### src/rtl/fifo_stream_reader.sv
// rtl/fifo_stream_reader.sv - FIFO drain stage: credit-limited reads, latency tracking, skid buffer, valid/ready output
module fifo_stream_reader #(
    parameter int DATA_WITH  = 16,
    parameter int RD_LATENCY = 2,
    parameter int FLAG_LAG   = 1,
    parameter int BUF_DEPTH  = 4
) (
    input  logic                 clk_i,
    input  logic                 rst_i,
    input  logic                 enable_i,
    input  logic                 fifo_empty_i,
    input  logic [DATA_WITH-1:0] fifo_data_i,
    output logic                 fifo_read_o,
    output logic                 m_valid_o,
    input  logic                 m_ready_i,
    output logic [DATA_WITH-1:0] m_data_o,
    output logic                 busy_o,
    output logic [31:0]          word_count_o
);

    localparam int PTR_W = $clog2(BUF_DEPTH);
    localparam int CNT_W = PTR_W + 1;
    // Wide enough for occupancy + in-flight + pending read without overflow
    localparam int SUM_W = CNT_W + 2;

    logic                  fifo_read_q;
    logic                  fifo_read_d;
    logic                  rd_prev_q;
    logic [RD_LATENCY-1:0] inflight_q;
    logic [RD_LATENCY-1:0] inflight_d;
    logic [DATA_WITH-1:0]  mem_q [BUF_DEPTH];
    logic [PTR_W-1:0]      wr_ptr_q;
    logic [PTR_W-1:0]      rd_ptr_q;
    logic [CNT_W-1:0]      occ_q;
    logic [CNT_W-1:0]      occ_d;
    logic [31:0]           word_count_q;

    logic                  push;
    logic                  pop;
    logic                  lag_ok;
    logic [1:0]            recent_reads;
    logic [SUM_W-1:0]      inflight_cnt;
    logic [SUM_W-1:0]      committed;

    // A word lands in the buffer in the cycle its in-flight bit leaves the pipe
    assign push = inflight_q[RD_LATENCY-1];
    assign pop  = m_valid_o & m_ready_i;

    assign recent_reads = {rd_prev_q, fifo_read_q};

    // Count in-flight reads and decide whether a new read may be issued
    always_comb begin
        inflight_cnt = '0;
        for (int i = 0; i < RD_LATENCY; i++) begin
            inflight_cnt = inflight_cnt + SUM_W'(inflight_q[i]);
        end
        // The empty flag is stale for FLAG_LAG cycles after a read, so wait them out
        lag_ok = 1'b1;
        for (int i = 0; i < FLAG_LAG; i++) begin
            if (recent_reads[i]) begin
                lag_ok = 1'b0;
            end
        end
        committed   = SUM_W'(occ_q) + inflight_cnt + SUM_W'(fifo_read_q);
        fifo_read_d = enable_i && !fifo_empty_i && lag_ok &&
                      (committed < SUM_W'(BUF_DEPTH));
    end

    // Next state of the latency shift register and buffer occupancy
    always_comb begin
        inflight_d    = '0;
        inflight_d[0] = fifo_read_q;
        for (int i = 1; i < RD_LATENCY; i++) begin
            inflight_d[i] = inflight_q[i-1];
        end
        occ_d = occ_q;
        if (push && !pop) begin
            occ_d = occ_q + CNT_W'(1);
        end else if (!push && pop) begin
            occ_d = occ_q - CNT_W'(1);
        end
    end

    // Registered read issue, in-flight pipe, circular buffer and counters
    always_ff @(posedge clk_i) begin
        if (rst_i) begin
            fifo_read_q  <= 1'b0;
            rd_prev_q    <= 1'b0;
            inflight_q   <= '0;
            wr_ptr_q     <= '0;
            rd_ptr_q     <= '0;
            occ_q        <= '0;
            word_count_q <= '0;
            for (int i = 0; i < BUF_DEPTH; i++) begin
                mem_q[i] <= '0;
            end
        end else begin
            fifo_read_q <= fifo_read_d;
            rd_prev_q   <= fifo_read_q;
            inflight_q  <= inflight_d;
            occ_q       <= occ_d;
            if (push) begin
                mem_q[wr_ptr_q] <= fifo_data_i;
                wr_ptr_q        <= wr_ptr_q + PTR_W'(1);
            end
            if (pop) begin
                rd_ptr_q     <= rd_ptr_q + PTR_W'(1);
                word_count_q <= word_count_q + 32'd1;
            end
        end
    end

    assign fifo_read_o  = fifo_read_q;
    assign m_valid_o    = (occ_q != '0);
    assign m_data_o     = mem_q[rd_ptr_q];
    assign busy_o       = (inflight_q != '0) || (occ_q != '0);
    assign word_count_o = word_count_q;

endmodule

### config.mk
export PLATFORM = sky130hd
export DESIGN_NAME = fifo_stream_reader
export DESIGN_NICKNAME = d
export VERILOG_FILES = /design/src/rtl/fifo_stream_reader.sv
export SDC_FILE = /design/constraint.sdc
export NUM_CORES = 1
export LEC_CHECK = 0
export BUFFER_PORTS_ARGS = -buffer_cell sky130_fd_sc_hd__buf_2
export CELL_PAD_IN_SITES_DETAIL_PLACEMENT = 0
export CELL_PAD_IN_SITES_GLOBAL_PLACEMENT = 1
export CORE_ASPECT_RATIO = 1.5
export CORE_MARGIN = 5
export CORE_UTILIZATION = 32
export DETAILED_ROUTE_END_ITERATION = 16
export PLACE_DENSITY = 0.66
export SYNTH_ARGS = -nofsm -noshare
export SYNTH_HDL_FRONTEND = slang
export SYNTH_SLANG_ARGS = --single-unit
### constraint.sdc
create_clock -name clk_i -period 5.6 [get_ports clk_i]
set_input_delay 0.84 -clock clk_i [delete_from_list [all_inputs] [get_ports clk_i]]
set_output_delay 0.84 -clock clk_i [all_outputs]
set_load 0.02 [all_outputs]
Yosys cells after proc, flatten, opt, wreduce, memory -nomap -nowiden
Memory sizes are Yosys's and may differ from the RTL's. A register that Yosys moved wholly into a read port is not among the register bits. Index checks and enable logic that the tools add are counted.

Equality and inequality tests: 0. Shifts and indexed selects: 0. Divide/modulo/power cells: 0. Add/sub/neg operators: 8. Multiplexer cells: 13. Bitwise logic cells: 1. Reduce and logical (&&, ||, !) cells: 13. Multiply operators: 0. Magnitude comparators: 1.

Operators by type and width (number): adder 32 x 1 -> 32 bit (second input constant) (1); 2-to-1 mux 16 bit (1); OR reduction 16 bit (1); 2-to-1 mux 1 bit (7); 2-to-1 mux 2 bit (3); 2-to-1 mux 3 bit (2); adder 4 x 1 -> 5 bit (1); logical AND 1 bit (5); < comparator 5 x 3 -> 1 bit (second input constant) (1); adder 2 x 1 -> 2 bit (second input constant) (2); adder 3 x 2 -> 4 bit (1); nonzero test 2 bit (2); adder 3 x 1 -> 3 bit (second input constant) (1); zero test 1 bit (3); nonzero test 3 bit (1); subtractor 3 x 1 -> 3 bit (second input constant) (1); adder 1 x 1 -> 2 bit (1); AND 1 bit (1); logical OR 1 bit (1).

Input bits: 21. Memory bits (writable): 64. Output and inout bits: 51. Bits in read-only memories: 0. Logic and storage cells: 43. Memories kept: 1. Bits in registers: 42. Latch bits: 0.

Memory list: mem_q (depth 4, width 16, read ports 1, clocked after memory_dff 1, wr ports 4, line 31) `logic [DATA_WITH-1:0] mem_q [BUF_DEPTH];`.

Longest topological paths before layout
Word-level depth: 5. Gate-level depth with buffers: 9.

Worst setup path before layout
OpenSTA, ideal clock, no wires.

Path kind: reg2out. Start: reg with a tool-made name. End: out m_data_o[10]. Setup slack: 3.147 ns. Cell stages (with the launch flop): 4. Buffers on the path: 2. Arrival: 1.613 ns. Data required time: 4.760 ns. Cells stage by stage: dfxtp_1 -> clkbuf_1 -> buf_2 -> mux4_2.

RTL lines: end, declared (line 16) `output logic [DATA_WITH-1:0] m_data_o,`.

==> impl_metrics.env <==
export IMPL_crit_path_max_fanout=16
export IMPL_routed_wl_met3_um=552
export IMPL_maxSlewViolCount=0
export IMPL_cts_max_level=3
export IMPL_fin_crit_ns=2.66
export IMPL_synth_area_leaders="edfxtp_1, dfxtp_1, and2_1, mux4_2, o31ai_1"
export IMPL_setup_viol=0
export IMPL_hpwl_mm=7.23
export IMPL_synth_common_cells="and2_1, edfxtp_1, dfxtp_1, nor2_1, a21oi_1"
export IMPL_hold_class="reg -> reg"
export IMPL_fin_setup_tns_ns=0
export IMPL_syn_cell_area_um2=4830
export IMPL_arrival_ns=1.82
export IMPL_ys_seq_area_share_pct=58.0
export IMPL_min_period_over_period_pct=47.5
export IMPL_fmax_mhz=376
export IMPL_post_cts_buffers=0
export IMPL_clk_pin_slew_ns=0.08
export IMPL_wl_met1_mm=4.27
export IMPL_portBuffers=71
export IMPL_ant_nets=0
export IMPL_drive_gt1_share_pct=25.5
export IMPL_rsz0062_at_grt="no"
export IMPL_regArea_um2=2800
export IMPL_postCtsHoldBufs=0
export IMPL_worstSetupEndpointType="output port"
export IMPL_multi_input_area_um2=1910
export IMPL_die_w_um=110
export IMPL_start_kind="register"
export IMPL_nets=484
export IMPL_num_vias=3248
export IMPL_io_pins=72
export IMPL_die_h_um=161
export IMPL_hold_viol_final=0
export IMPL_relSlewSlack_pct=24.6
export IMPL_synthFlopType="edfxtp_1"
export IMPL_routedWlPerCell_um=16.2
export IMPL_cts_sinks=108
export IMPL_async_flop_share_pct=0
export IMPL_status="finished clean"
export IMPL_irDropWorstVdd_v=0.000150
export IMPL_ys_types=44
export IMPL_tritoncts="yes"
export IMPL_initial_core_util_pct=32.2
export IMPL_ctsResizeCount=0
export IMPL_root_buffer="clkbuf_16"
export IMPL_r2r_setup_slack_ns=3.18
export IMPL_skew_ns=0.0146
export IMPL_top_layer="met5"
export IMPL_synth_edf_count=64
export IMPL_die_area_um2=17700
export IMPL_gp_congestion=0.772
export IMPL_clock_path_buffers=2
export IMPL_worstMarginPinSlew_ns=1.13
export IMPL_wl_met2_mm=5.73
export IMPL_antenna_found_initial=1
export IMPL_syn_nets=416
export IMPL_cts_buffers=9
export IMPL_grt_overflow=0
export IMPL_dpl_instance_area_um2=5390
export IMPL_drc_errors=0
export IMPL_synth_top_area_share_pct=39.8
export IMPL_avgSynthCellArea_um2=12.4
export IMPL_drt_first_pass_iters=4
export IMPL_fin_area_um2=5700
export IMPL_grt_usage_pct=12.4
export IMPL_leakage_nw=2.17
export IMPL_yosys_area_top_type="edfxtp_1"
export IMPL_fp_coreArea_um2=15000
export IMPL_cp_required_ns=4.76
export IMPL_areaGrowthSynthToFinish_pct=17.8
export IMPL_ys_seq_elements=108
export IMPL_drt_iter0_markers=100
export IMPL_worstSetupPathType="reg -> out"
export IMPL_rows=55
export IMPL_worstSkewPairLatency_ns=0.36
export IMPL_diodes=0
export IMPL_power_density_nw_per_um2=325
export IMPL_grt_start_max_net_pins=43
export IMPL_grt_pass1_wl_mm=17.1
export IMPL_fillers=1541
export IMPL_syn_inst=390
export IMPL_via_per_inst=4.91
export IMPL_drt_total_wl_mm=10.7
export IMPL_drv_cap=0
export IMPL_yosys_warnings=0
export IMPL_grt_pass1_vias=3263
per-layer routing:
metal,up-vias,global-route usage [%]
met4,2,4.20
met5,-,0
li1,1578,-
met1,1573,14.5
met3,14,2.94
met2,81,21.9
critical path, cell delays in order, from the launching register on:
cell and delay, ns:
dfxtp_1 0.85, mux4_2 0.44, buf_2 0.18
final timing paths:
kind / start / endpoint / cells after the start
setup reg to reg: occ_q[2]$_SDFFE_PP0P_ / occ_q[2]$_SDFFE_PP0P_ / 8
hold reg to reg: fifo_read_o$_SDFF_PP0_ / fifo_read_o$_SDFF_PP0_ / 1
setup / recovery: register / m_data_o[1] / 2
hold / removal: fifo_read_o$_SDFF_PP0_ / fifo_read_o$_SDFF_PP0_ / 1
area by class of cell:
class                      instances  share of cell area [%]
sequential                       108                    49.2
clock inverter                     7                    1.38
tap                              199                    4.37
timing repair buffer              77                    7.03
multi-input combinational        254                    33.5
clock buffer                       9                    3.95
inverter                           8                   0.527
sequential cells by signal, indices dropped and copies added (netlist names), named ones only:
signal	flops
inflight_q	2
mem_q	64
occ_q	3
word_count_o	32
rd_ptr_q	2
fifo_read_o	1
wr_ptr_q	2
cells in the final DEF, fill, tap and decap left out, types with 2 or more instances in the layout:
master and count:
or2_2 2, mux2_1 5, mux4_2 16, nand2_1 13, fa_1 2, clkbuf_16 9, buf_4 6, xnor2_1 4
o21ai_0 2, edfxtp_1 64, nor3_1 3, nor2_1 24, o31ai_1 15, nor3b_1 2, or3_1 4, inv_1 8
nor2b_1 6, dfxtp_1 44, nand4_1 5, a21oi_1 18, or4_1 14, nor4_1 6, inv_6 3, ha_1 3
buf_2 71, and3_1 3, and2_1 64, and4_1 2, xor2_1 12, nand3_1 15
metrics by stage:
stage | utilization (%) | power (W) | std cells | hold slack [ns] | setup WS [ns]
CTS | 38.0 | 0.00188 | 662 | 0.462 | 2.88
finish | 38.0 | 0.00185 | 662 | 0.457 | 2.94
floorplan | - | 0.00113 | 390 | 0.450 | 3.15
global placement | 35.9 | 0.00122 | 646 | 0.440 | 2.83
global route | 38.0 | 0.00193 | 662 | 0.493 | 2.85
detailed placement | 35.9 | 0.00123 | 646 | 0.450 | 2.76
cells by family after synthesis:
| group | after synthesis | synth area share (%) |
|---|---|---|
| buffers and inverters | 28 | 2.51 |
| xor gates and xnor gates | 16 | 2.90 |
| muxes | 22 | 8.83 |
| DFF | 108 | 58.0 |
| adders and majority gates | 5 | 1.60 |
| AOI/OAI and AO/OA | 39 | 5.12 |
| and+or+nand+nor | 172 | 21.1 |
report_power, final:
part           switching [W]  leakage, nW  total (W)  internal, W
registers          0.0000335         1.02   0.000908     0.000875
clock network       0.000330        0.149   0.000651     0.000321
logic               0.000170         1.01   0.000291     0.000121
Note: power is estimated with default switching activity, not from simulation.
